## config.mk

```make
export PLATFORM = sky130hd
export DESIGN_NAME = uart_transceiver
export DESIGN_NICKNAME = d
export VERILOG_FILES = /design/src/rtl/uart_pkg.sv /design/src/rtl/uart_rx_core.sv /design/src/rtl/uart_transceiver.sv
export SDC_FILE = /design/constraint.sdc
export NUM_CORES = 1
export LEC_CHECK = 0
export CAP_MARGIN = 20
export CORE_ASPECT_RATIO = 1.75
export CORE_MARGIN = 4
export CORE_UTILIZATION = 62
export CTS_CLUSTER_SIZE = 14
export DETAILED_ROUTE_END_ITERATION = 10
export PLACE_DENSITY = 0.81
export SLEW_MARGIN = 20
export SYNTH_ARGS = -nofsm -noshare
export SYNTH_HDL_FRONTEND = slang
export SYNTH_SLANG_ARGS = --single-unit
```

## constraint.sdc

```tcl
create_clock -name clk -period 3.4 [get_ports clk]
set_input_delay 0.68 -clock clk [delete_from_list [all_inputs] [get_ports clk]]
set_output_delay 0.68 -clock clk [all_outputs]
set_load 0.02 [all_outputs]
```

## src/rtl/uart_pkg.sv

```systemverilog
// Shared definitions for the UART transceiver: parity modes, FSM encodings
// and the baud divisor helper.
package uart_pkg;

  localparam int PAR_NONE = 0;
  localparam int PAR_EVEN = 1;
  localparam int PAR_ODD  = 2;

  typedef enum logic [2:0] {
    TX_IDLE,
    TX_START,
    TX_DATA,
    TX_PARITY,
    TX_STOP
  } tx_state_e;

  typedef enum logic [2:0] {
    RX_IDLE,
    RX_START,
    RX_DATA,
    RX_PARITY,
    RX_STOP
  } rx_state_e;

  function automatic int clks_per_bit(input int clk_freq, input int baud);
    return clk_freq / baud;
  endfunction

endpackage

```

## src/rtl/uart_rx_core.sv

```systemverilog
// Receive path: 2-flop synchroniser, start-edge detect, mid-bit sampling FSM.
// Emits a single-cycle word strobe with the word and its error flags.
module uart_rx_core
  import uart_pkg::*;
#(
  parameter int CLKS_PER_BIT = 16,
  parameter int DATA_BITS    = 8,
  parameter int PARITY       = 0
) (
  input  logic                 clk,
  input  logic                 rst_n,
  input  logic                 line_in,
  output logic                 word_stb,
  output logic [DATA_BITS-1:0] word,
  output logic                 par_err,
  output logic                 frame_err
);

  localparam int CW = $clog2(CLKS_PER_BIT);
  localparam int BW = $clog2(DATA_BITS + 1);

  logic                 sync1_q, sync2_q, sync3_q;
  rx_state_e            state_q, state_d;
  logic [CW-1:0]        cnt_q, cnt_d;
  logic [BW-1:0]        bit_q, bit_d;
  logic [DATA_BITS-1:0] sh_q, sh_d;
  logic                 perr_q, perr_d;
  logic                 bit_end;
  logic                 exp_par;

  // sync3 is the previous synchronised value, used only for edge detection
  always_ff @(posedge clk or negedge rst_n) begin
    if (!rst_n) begin
      sync1_q <= 1'b1;
      sync2_q <= 1'b1;
      sync3_q <= 1'b1;
    end else begin
      sync1_q <= line_in;
      sync2_q <= sync1_q;
      sync3_q <= sync2_q;
    end
  end

  assign bit_end = (cnt_q == CW'(CLKS_PER_BIT - 1));
  assign exp_par = (PARITY == PAR_ODD) ? ~(^sh_q) : ^sh_q;

  always_comb begin
    state_d   = state_q;
    cnt_d     = cnt_q;
    bit_d     = bit_q;
    sh_d      = sh_q;
    perr_d    = perr_q;
    word_stb  = 1'b0;
    frame_err = 1'b0;
    case (state_q)
      RX_IDLE: begin
        cnt_d = '0;
        if (sync3_q && !sync2_q) state_d = RX_START;
      end
      RX_START: begin
        // half a bit after the edge: still low means a real start bit
        if (cnt_q == CW'(CLKS_PER_BIT / 2 - 1)) begin
          cnt_d   = '0;
          bit_d   = '0;
          perr_d  = 1'b0;
          state_d = sync2_q ? RX_IDLE : RX_DATA;
        end else begin
          cnt_d = cnt_q + 1'b1;
        end
      end
      RX_DATA: begin
        if (bit_end) begin
          cnt_d = '0;
          sh_d  = {sync2_q, sh_q[DATA_BITS-1:1]};
          if (bit_q == BW'(DATA_BITS - 1))
            state_d = (PARITY == PAR_NONE) ? RX_STOP : RX_PARITY;
          else
            bit_d = bit_q + 1'b1;
        end else begin
          cnt_d = cnt_q + 1'b1;
        end
      end
      RX_PARITY: begin
        if (bit_end) begin
          cnt_d   = '0;
          perr_d  = (sync2_q != exp_par);
          state_d = RX_STOP;
        end else begin
          cnt_d = cnt_q + 1'b1;
        end
      end
      RX_STOP: begin
        // only the first stop bit is checked; idle again so a start edge
        // inside a second stop bit is still caught
        if (bit_end) begin
          cnt_d     = '0;
          word_stb  = 1'b1;
          frame_err = !sync2_q;
          state_d   = RX_IDLE;
        end else begin
          cnt_d = cnt_q + 1'b1;
        end
      end
      default: state_d = RX_IDLE;
    endcase
  end

  always_ff @(posedge clk or negedge rst_n) begin
    if (!rst_n) begin
      state_q <= RX_IDLE;
      cnt_q   <= '0;
      bit_q   <= '0;
      sh_q    <= '0;
      perr_q  <= 1'b0;
    end else begin
      state_q <= state_d;
      cnt_q   <= cnt_d;
      bit_q   <= bit_d;
      sh_q    <= sh_d;
      perr_q  <= perr_d;
    end
  end

  assign word    = sh_q;
  assign par_err = perr_q;

endmodule

```

## src/rtl/uart_transceiver.sv

```systemverilog
// Full-duplex UART: TX FSM with valid/ready handshake, loopback mux, and the
// rx_valid / overrun holding register in front of the receive core.
module uart_transceiver
  import uart_pkg::*;
#(
  parameter int CLK_FREQ  = 100_000_000,
  parameter int BAUD      = 115200,
  parameter int DATA_BITS = 8,
  parameter int PARITY    = 0,
  parameter int STOP_BITS = 1
) (
  input  logic                 clk,
  input  logic                 rst_n,
  input  logic                 loopback_en,
  input  logic [DATA_BITS-1:0] tx_data,
  input  logic                 tx_valid,
  output logic                 tx_ready,
  output logic                 uart_txd,
  input  logic                 uart_rxd,
  output logic [DATA_BITS-1:0] rx_data,
  output logic                 rx_valid,
  input  logic                 rx_ready,
  output logic                 rx_parity_err,
  output logic                 rx_frame_err,
  output logic                 rx_overrun
);

  localparam int CPB = clks_per_bit(CLK_FREQ, BAUD);
  localparam int CW  = $clog2(CPB);
  localparam int BW  = $clog2(DATA_BITS + 1);

  tx_state_e            tx_state_q, tx_state_d;
  logic [CW-1:0]        tx_cnt_q, tx_cnt_d;
  logic [BW-1:0]        tx_bit_q, tx_bit_d;
  logic [DATA_BITS-1:0] tx_sh_q, tx_sh_d;
  logic                 tx_par_q, tx_par_d;
  logic                 tx_line;
  logic                 tx_bit_end;

  assign tx_bit_end = (tx_cnt_q == CW'(CPB - 1));
  assign tx_ready   = (tx_state_q == TX_IDLE);

  always_comb begin
    tx_line = 1'b1;
    case (tx_state_q)
      TX_START:  tx_line = 1'b0;
      TX_DATA:   tx_line = tx_sh_q[0];
      TX_PARITY: tx_line = tx_par_q;
      default:   tx_line = 1'b1;
    endcase
  end

  always_comb begin
    tx_state_d = tx_state_q;
    tx_cnt_d   = tx_cnt_q;
    tx_bit_d   = tx_bit_q;
    tx_sh_d    = tx_sh_q;
    tx_par_d   = tx_par_q;
    case (tx_state_q)
      TX_IDLE: begin
        tx_cnt_d = '0;
        tx_bit_d = '0;
        if (tx_valid) begin
          tx_sh_d    = tx_data;
          tx_par_d   = (PARITY == PAR_ODD) ? ~(^tx_data) : ^tx_data;
          tx_state_d = TX_START;
        end
      end
      TX_START: begin
        if (tx_bit_end) begin
          tx_cnt_d   = '0;
          tx_state_d = TX_DATA;
        end else begin
          tx_cnt_d = tx_cnt_q + 1'b1;
        end
      end
      TX_DATA: begin
        if (tx_bit_end) begin
          tx_cnt_d = '0;
          tx_sh_d  = tx_sh_q >> 1;
          if (tx_bit_q == BW'(DATA_BITS - 1)) begin
            tx_bit_d   = '0;
            tx_state_d = (PARITY == PAR_NONE) ? TX_STOP : TX_PARITY;
          end else begin
            tx_bit_d = tx_bit_q + 1'b1;
          end
        end else begin
          tx_cnt_d = tx_cnt_q + 1'b1;
        end
      end
      TX_PARITY: begin
        if (tx_bit_end) begin
          tx_cnt_d   = '0;
          tx_state_d = TX_STOP;
        end else begin
          tx_cnt_d = tx_cnt_q + 1'b1;
        end
      end
      TX_STOP: begin
        // tx_bit doubles as the stop-bit index
        if (tx_bit_end) begin
          tx_cnt_d = '0;
          if (tx_bit_q == BW'(STOP_BITS - 1)) tx_state_d = TX_IDLE;
          else                                tx_bit_d   = tx_bit_q + 1'b1;
        end else begin
          tx_cnt_d = tx_cnt_q + 1'b1;
        end
      end
      default: tx_state_d = TX_IDLE;
    endcase
  end

  always_ff @(posedge clk or negedge rst_n) begin
    if (!rst_n) begin
      tx_state_q <= TX_IDLE;
      tx_cnt_q   <= '0;
      tx_bit_q   <= '0;
      tx_sh_q    <= '0;
      tx_par_q   <= 1'b0;
    end else begin
      tx_state_q <= tx_state_d;
      tx_cnt_q   <= tx_cnt_d;
      tx_bit_q   <= tx_bit_d;
      tx_sh_q    <= tx_sh_d;
      tx_par_q   <= tx_par_d;
    end
  end

  assign uart_txd = loopback_en | tx_line;

  logic                 line_in;
  logic                 word_stb;
  logic [DATA_BITS-1:0] word;
  logic                 word_perr, word_ferr;

  assign line_in = loopback_en ? tx_line : uart_rxd;

  uart_rx_core #(
    .CLKS_PER_BIT (CPB),
    .DATA_BITS    (DATA_BITS),
    .PARITY       (PARITY)
  ) u_rx (
    .clk       (clk),
    .rst_n     (rst_n),
    .line_in   (line_in),
    .word_stb  (word_stb),
    .word      (word),
    .par_err   (word_perr),
    .frame_err (word_ferr)
  );

  logic                 rx_valid_q, rx_valid_d;
  logic [DATA_BITS-1:0] rx_data_q, rx_data_d;
  logic                 rx_perr_q, rx_perr_d;
  logic                 rx_ferr_q, rx_ferr_d;
  logic                 rx_ovr_q, rx_ovr_d;
  logic                 consume;

  assign consume = rx_valid_q && rx_ready;

  always_comb begin
    rx_valid_d = rx_valid_q;
    rx_data_d  = rx_data_q;
    rx_perr_d  = rx_perr_q;
    rx_ferr_d  = rx_ferr_q;
    rx_ovr_d   = rx_ovr_q;
    if (consume) begin
      rx_valid_d = 1'b0;
      rx_ovr_d   = 1'b0;
    end
    // a word arriving on the consume cycle takes the freed slot
    if (word_stb) begin
      if (!rx_valid_q || consume) begin
        rx_valid_d = 1'b1;
        rx_data_d  = word;
        rx_perr_d  = word_perr;
        rx_ferr_d  = word_ferr;
      end else begin
        rx_ovr_d = 1'b1;
      end
    end
  end

  always_ff @(posedge clk or negedge rst_n) begin
    if (!rst_n) begin
      rx_valid_q <= 1'b0;
      rx_data_q  <= '0;
      rx_perr_q  <= 1'b0;
      rx_ferr_q  <= 1'b0;
      rx_ovr_q   <= 1'b0;
    end else begin
      rx_valid_q <= rx_valid_d;
      rx_data_q  <= rx_data_d;
      rx_perr_q  <= rx_perr_d;
      rx_ferr_q  <= rx_ferr_d;
      rx_ovr_q   <= rx_ovr_d;
    end
  end

  assign rx_valid      = rx_valid_q;
  assign rx_data       = rx_data_q;
  assign rx_parity_err = rx_perr_q;
  assign rx_frame_err  = rx_ferr_q;
  assign rx_overrun    = rx_ovr_q;

endmodule

```

==> results by stage <==
Outcome:
- The flow ran to the end, and the final reports show no timing, DRC or antenna violations.

Floorplan:
- From bottom edge to top edge, the die measures 106.9 µm.
- 28 I/O pins were placed.
- The core area is 5343 µm².
- The width of the die is 64.49 µm.
- The initialized floorplan defines 35 standard-cell rows.
- The starting density of the core is 0.6480.
- The die covers 6890 µm².

Power and ir drop:
- The internal power component is 1402 µW.
- Dividing total power by cell area gives a power density of 522.6 nW/µm².
- The switching part of the total is 0.3257.
- The share of total power dissipated in combinational logic is 0.215.
- VDD sags by at most 0.0003961 V.
- The share of total power in the clock network is 0.283.
- In this run the static leakage power is 0.001706 µW.
- The power spent charging and discharging nets is 677.0 µW.
- The proportion of power drawn by flip-flops and latches is 0.502.

Placement:
- The final weighted congestion in routability-driven placement is 0.8553.
- The half-perimeter wire length after placement is 4671 µm.
- Prior to clock tree synthesis, the placed netlist has a worst setup slack of 0.8362 ns.
- The number of input and output port buffers inserted is 27.

Setup path:
- The worst endpoint data arrival time is 2.20 ns.
- The number of cells on the worst reg-to-reg path is 6.
- The worst reg2reg path startpoint is u_rx.cnt_q[0]$_DFFE_PN0P_.
- The worst register-to-register path has a setup slack of 1.19 ns.
- Along the worst path, the maximum fanout reaches 14.
- The worst register-to-register path ends at rx_data[3]$_DFFE_PN0P_.
- The category of the worst setup path capture point is an output pin.
- Data on the critical path is required at its endpoint by 2.72 ns.
- The critical path start-end classification is flip-flop to output pin.
- The kind of start point of the critical path is a flip-flop.

STA:
- The ratio of final minimum period to clock period is 0.8461.
- The maximum frequency from static timing analysis is 0.3476 GHz.
- The count of final max-slew check failures is 0.
- Headroom to the max-slew limit came out at 0.6248.
- Once routing completed, OpenROAD measured the worst setup slack at 0.5233 ns.
- After layout, the minimum clock period comes to 2.877 ns.
- At the pin with the least slew margin, the transition time is 0.5603 ns.
- The clock skew is 0.007626 ns.
- Setup repair after global routing left no endpoint under its margin.
- The setup TNS is 0 ns.
- The final number of hold-violating endpoints is 0.
- Setup violations remaining at the end of the flow were counted as 0.

Logic synthesis:
- Ranked by instance count, the synthesized netlist is headed by sky130_fd_sc_hd__dfrtp_1 (64), sky130_fd_sc_hd__mux2_2 (31), sky130_fd_sc_hd__nor2_1 (29), sky130_fd_sc_hd__nand2_1 (24), sky130_fd_sc_hd__nand3_1 (18).
- Averaged over all synthesized cells, the footprint is 10.62 µm².
- The synthesized cell area is 3462 µm².
- During synthesis, Yosys emitted a total of 0 warnings.
- The async set-or-reset flop fraction in the synthesized netlist is 1.000.
- The number of different library cells in the post-synthesis netlist is 57.
- The sequential area share after synthesis is 0.4854.
- The prevailing post-synth register cell is sky130_fd_sc_hd__dfrtp_1.
- Synthesis produced a netlist whose cell count is 326.
- Of the post-synthesis cell area, the dominant cell type holds 0.4626.
- The dominant cell by count in the synthesized netlist is sky130_fd_sc_hd__dfrtp_1.
- sky130_fd_sc_hd__dfrtp_1 takes more of the synthesized area than any other cell.
- By area the synthesized netlist is led by sky130_fd_sc_hd__dfrtp_1 (46%), sky130_fd_sc_hd__mux2_2 (10%), sky130_fd_sc_hd__xnor2_1 (4.3%).
- The number of nets in the synthesized netlist is 346.
- The register bit count reported by yosys is 67.
- In this run, synthesis inferred 0 flip-flops with an integrated enable.

Global routing:
- The aggregate global-route resource usage is 0.2077.
- The initial antenna violation count is 0.
- Entering global routing, the biggest net connects 29 pins.
- The first global-routing pass estimated 11110 µm of wire.
- The number of global-route vias before repair is 2559.
- The total overflow reported by the global router is 0.

Clock network:
- TritonCTS built the clock tree.
- Clock-pin slew was measured on the worst setup and hold paths at 0.07 ns.
- The post-cts resize count is 0.
- The total CTS buffers is 9.
- Clock latency on the worst-skew pair, taken at its later pin, is 0.34 ns.
- The clock drives 67 sinks.
- The buffer cell driving the clock tree root is sky130_fd_sc_hd__clkbuf_8.
- The number of post-CTS setup repair buffers is 0.
- The depth of the CTS H-tree is 3.
- The number of hold buffers added after CTS is 0.
- The maximum count of clock buffers along a single path is 2.

Drt:
- The total via count in the routed design is 2511.
- The routed design has 6394 µm of wire.
- The number of search-and-repair iterations in the first detailed-routing pass is 4.
- The number of design-rule violations left by the first detailed-router iteration is 156.
- The via density per instance is 5.746.
- For this run, design rule violations remaining after detail routing come to 0.
- In this run the remaining antenna-violating nets after routing total 0.
- After detailed routing, the average wire length per cell comes to 14.63 µm.

Final layout:
- Of the cells placed in the final design, the portion with a size suffix greater than 1 is 0.1846.
- Compared with the post-synthesis result, the final layout area differs by 14.89%.
- The net count of the finished layout is 378.
- The number of antenna diodes in the final layout is 0.

Flow run:
- The number of max-cap violations is 0.

Worst hold path:
- The path class of the tightest hold or removal check is input port to asynchronous set/reset pin.
-- layer usage --
layer | routed length (µm) | GRT usage | vias up
li1 | - | - | 1224
met5 | 0 | 0 | -
met1 | 2528 | 0.2205 | 1224
met4 | 134 | 0.1150 | 0
met3 | 195 | 0.04822 | 15
met2 | 3536 | 0.3706 | 48
-- registers in the layout, indices dropped and copies added, names as in the netlist --
name           count
u_rx.sync1_q       1
rx_data            8
rx_parity_err      1
u_rx.bit_q         4
u_rx.cnt_q        10
tx_bit_q           4
rx_valid           1
tx_state_q         3
u_rx.sync2_q       1
tx_cnt_q          10
tx_par_q           1
rx_overrun         1
u_rx.sync3_q       1
u_rx.word          8
u_rx.par_err       1
u_rx.state_q       3
tx_sh_q            8
rx_frame_err       1
-- critical path: stages (launching register included) --
cell	delay, ns
sky130_fd_sc_hd__dfrtp_1	0.53
sky130_fd_sc_hd__nor2_1	0.40
sky130_fd_sc_hd__nand2_1	0.16
sky130_fd_sc_hd__inv_1	0.15
sky130_fd_sc_hd__clkdlybuf4s50_1	0.62
-- layout by cell type (no fill, tap or decap), types with 3 or more instances in the layout --
master	count
sky130_fd_sc_hd__xnor2_1	17
sky130_fd_sc_hd__buf_4	3
sky130_fd_sc_hd__or2_2	3
sky130_fd_sc_hd__clkdlybuf4s50_1	26
sky130_fd_sc_hd__clkbuf_8	10
sky130_fd_sc_hd__o21ai_0	11
sky130_fd_sc_hd__xor2_1	13
sky130_fd_sc_hd__mux2i_1	4
sky130_fd_sc_hd__nor3b_1	5
sky130_fd_sc_hd__inv_1	14
sky130_fd_sc_hd__nand2b_1	5
sky130_fd_sc_hd__mux2_2	31
sky130_fd_sc_hd__nand3_1	18
sky130_fd_sc_hd__nor3_1	6
sky130_fd_sc_hd__dfstp_2	3
sky130_fd_sc_hd__nor2_1	29
sky130_fd_sc_hd__o22ai_1	4
sky130_fd_sc_hd__a31oi_1	3
sky130_fd_sc_hd__clkinv_2	3
sky130_fd_sc_hd__dfrtp_1	64
sky130_fd_sc_hd__nand4_1	8
sky130_fd_sc_hd__ha_1	6
sky130_fd_sc_hd__a21oi_1	7
sky130_fd_sc_hd__nand2_1	24
-- kinds of logic (layout without fill, tap and decap cells) --
| family | count (synthesis) | in the layout | synth area share |
|---|---|---|---|
| buffers and inverters | 23 | 60 | 0.02711 |
| adders and majority gates | 7 | 7 | 0.02457 |
| xor gates and xnor gates | 30 | 30 | 0.07589 |
| DFF | 67 | 67 | 0.4854 |
| AOI/OAI and AO/OA | 47 | 47 | 0.09396 |
| and+or+nand+nor | 117 | 117 | 0.1807 |
| muxes | 35 | 35 | 0.1124 |
-- worst max path at each step --
stage | startpoint | endpoint | slack, ns
floorplan | u_rx.cnt_q[0]$_DFFE_PN0P_ | rx_data[0]$_DFFE_PN0P_ | 1.43
global placement | loopback_en | uart_txd | 0.85
detailed placement | loopback_en | uart_txd | 0.84
CTS | tx_state_q[1]$_DFFE_PN0P_ | tx_ready | 0.52
global route | tx_state_q[1]$_DFFE_PN0P_ | tx_ready | 0.37
finish | tx_state_q[1]$_DFFE_PN0P_ | tx_ready | 0.52
-- final cells by class --
| class | count | area (µm²) |
|---|---|---|
| Inverter | 14 | 52.55 |
| Sequential cell | 67 | 1680 |
| Multi-Input combinational cell | 236 | 1688 |
| Fill cell | 384 | 1365 |
| Clock inverter | 6 | 38.79 |
| Clock buffer | 10 | 137.6 |
| Timing Repair Buffer | 30 | 287.8 |
| Tap cell | 74 | 92.59 |
-- per-stage QoR --
step | instances | utilization | power [µW] | hold slack, ns | cell area [µm²]
2_1_floorplan | 326 | - | 1374 | 0.3452 | 3462
3_3_place_gp | 421 | 0.7115 | 1485 | 0.3456 | 3801
3_5_place_dp | 421 | 0.7115 | 1507 | 0.3521 | 3801
4_1_cts | 437 | 0.7445 | 2100 | 0.2820 | 3978
5_1_grt | 437 | 0.7445 | 2218 | 0.3025 | 3978
6_report | 437 | 0.7445 | 2079 | 0.2838 | 3978
-- power by group through the flow --
stage	sequential, µW	combinational (µW)	clock [µW]
final	1040	448	588
after global routing	1060	511	643
after floorplan	988	386	0
after global placement	1050	436	0
after CTS	1040	454	605
after detailed placement	1050	452	0
(Power assumes the default switching activity.)
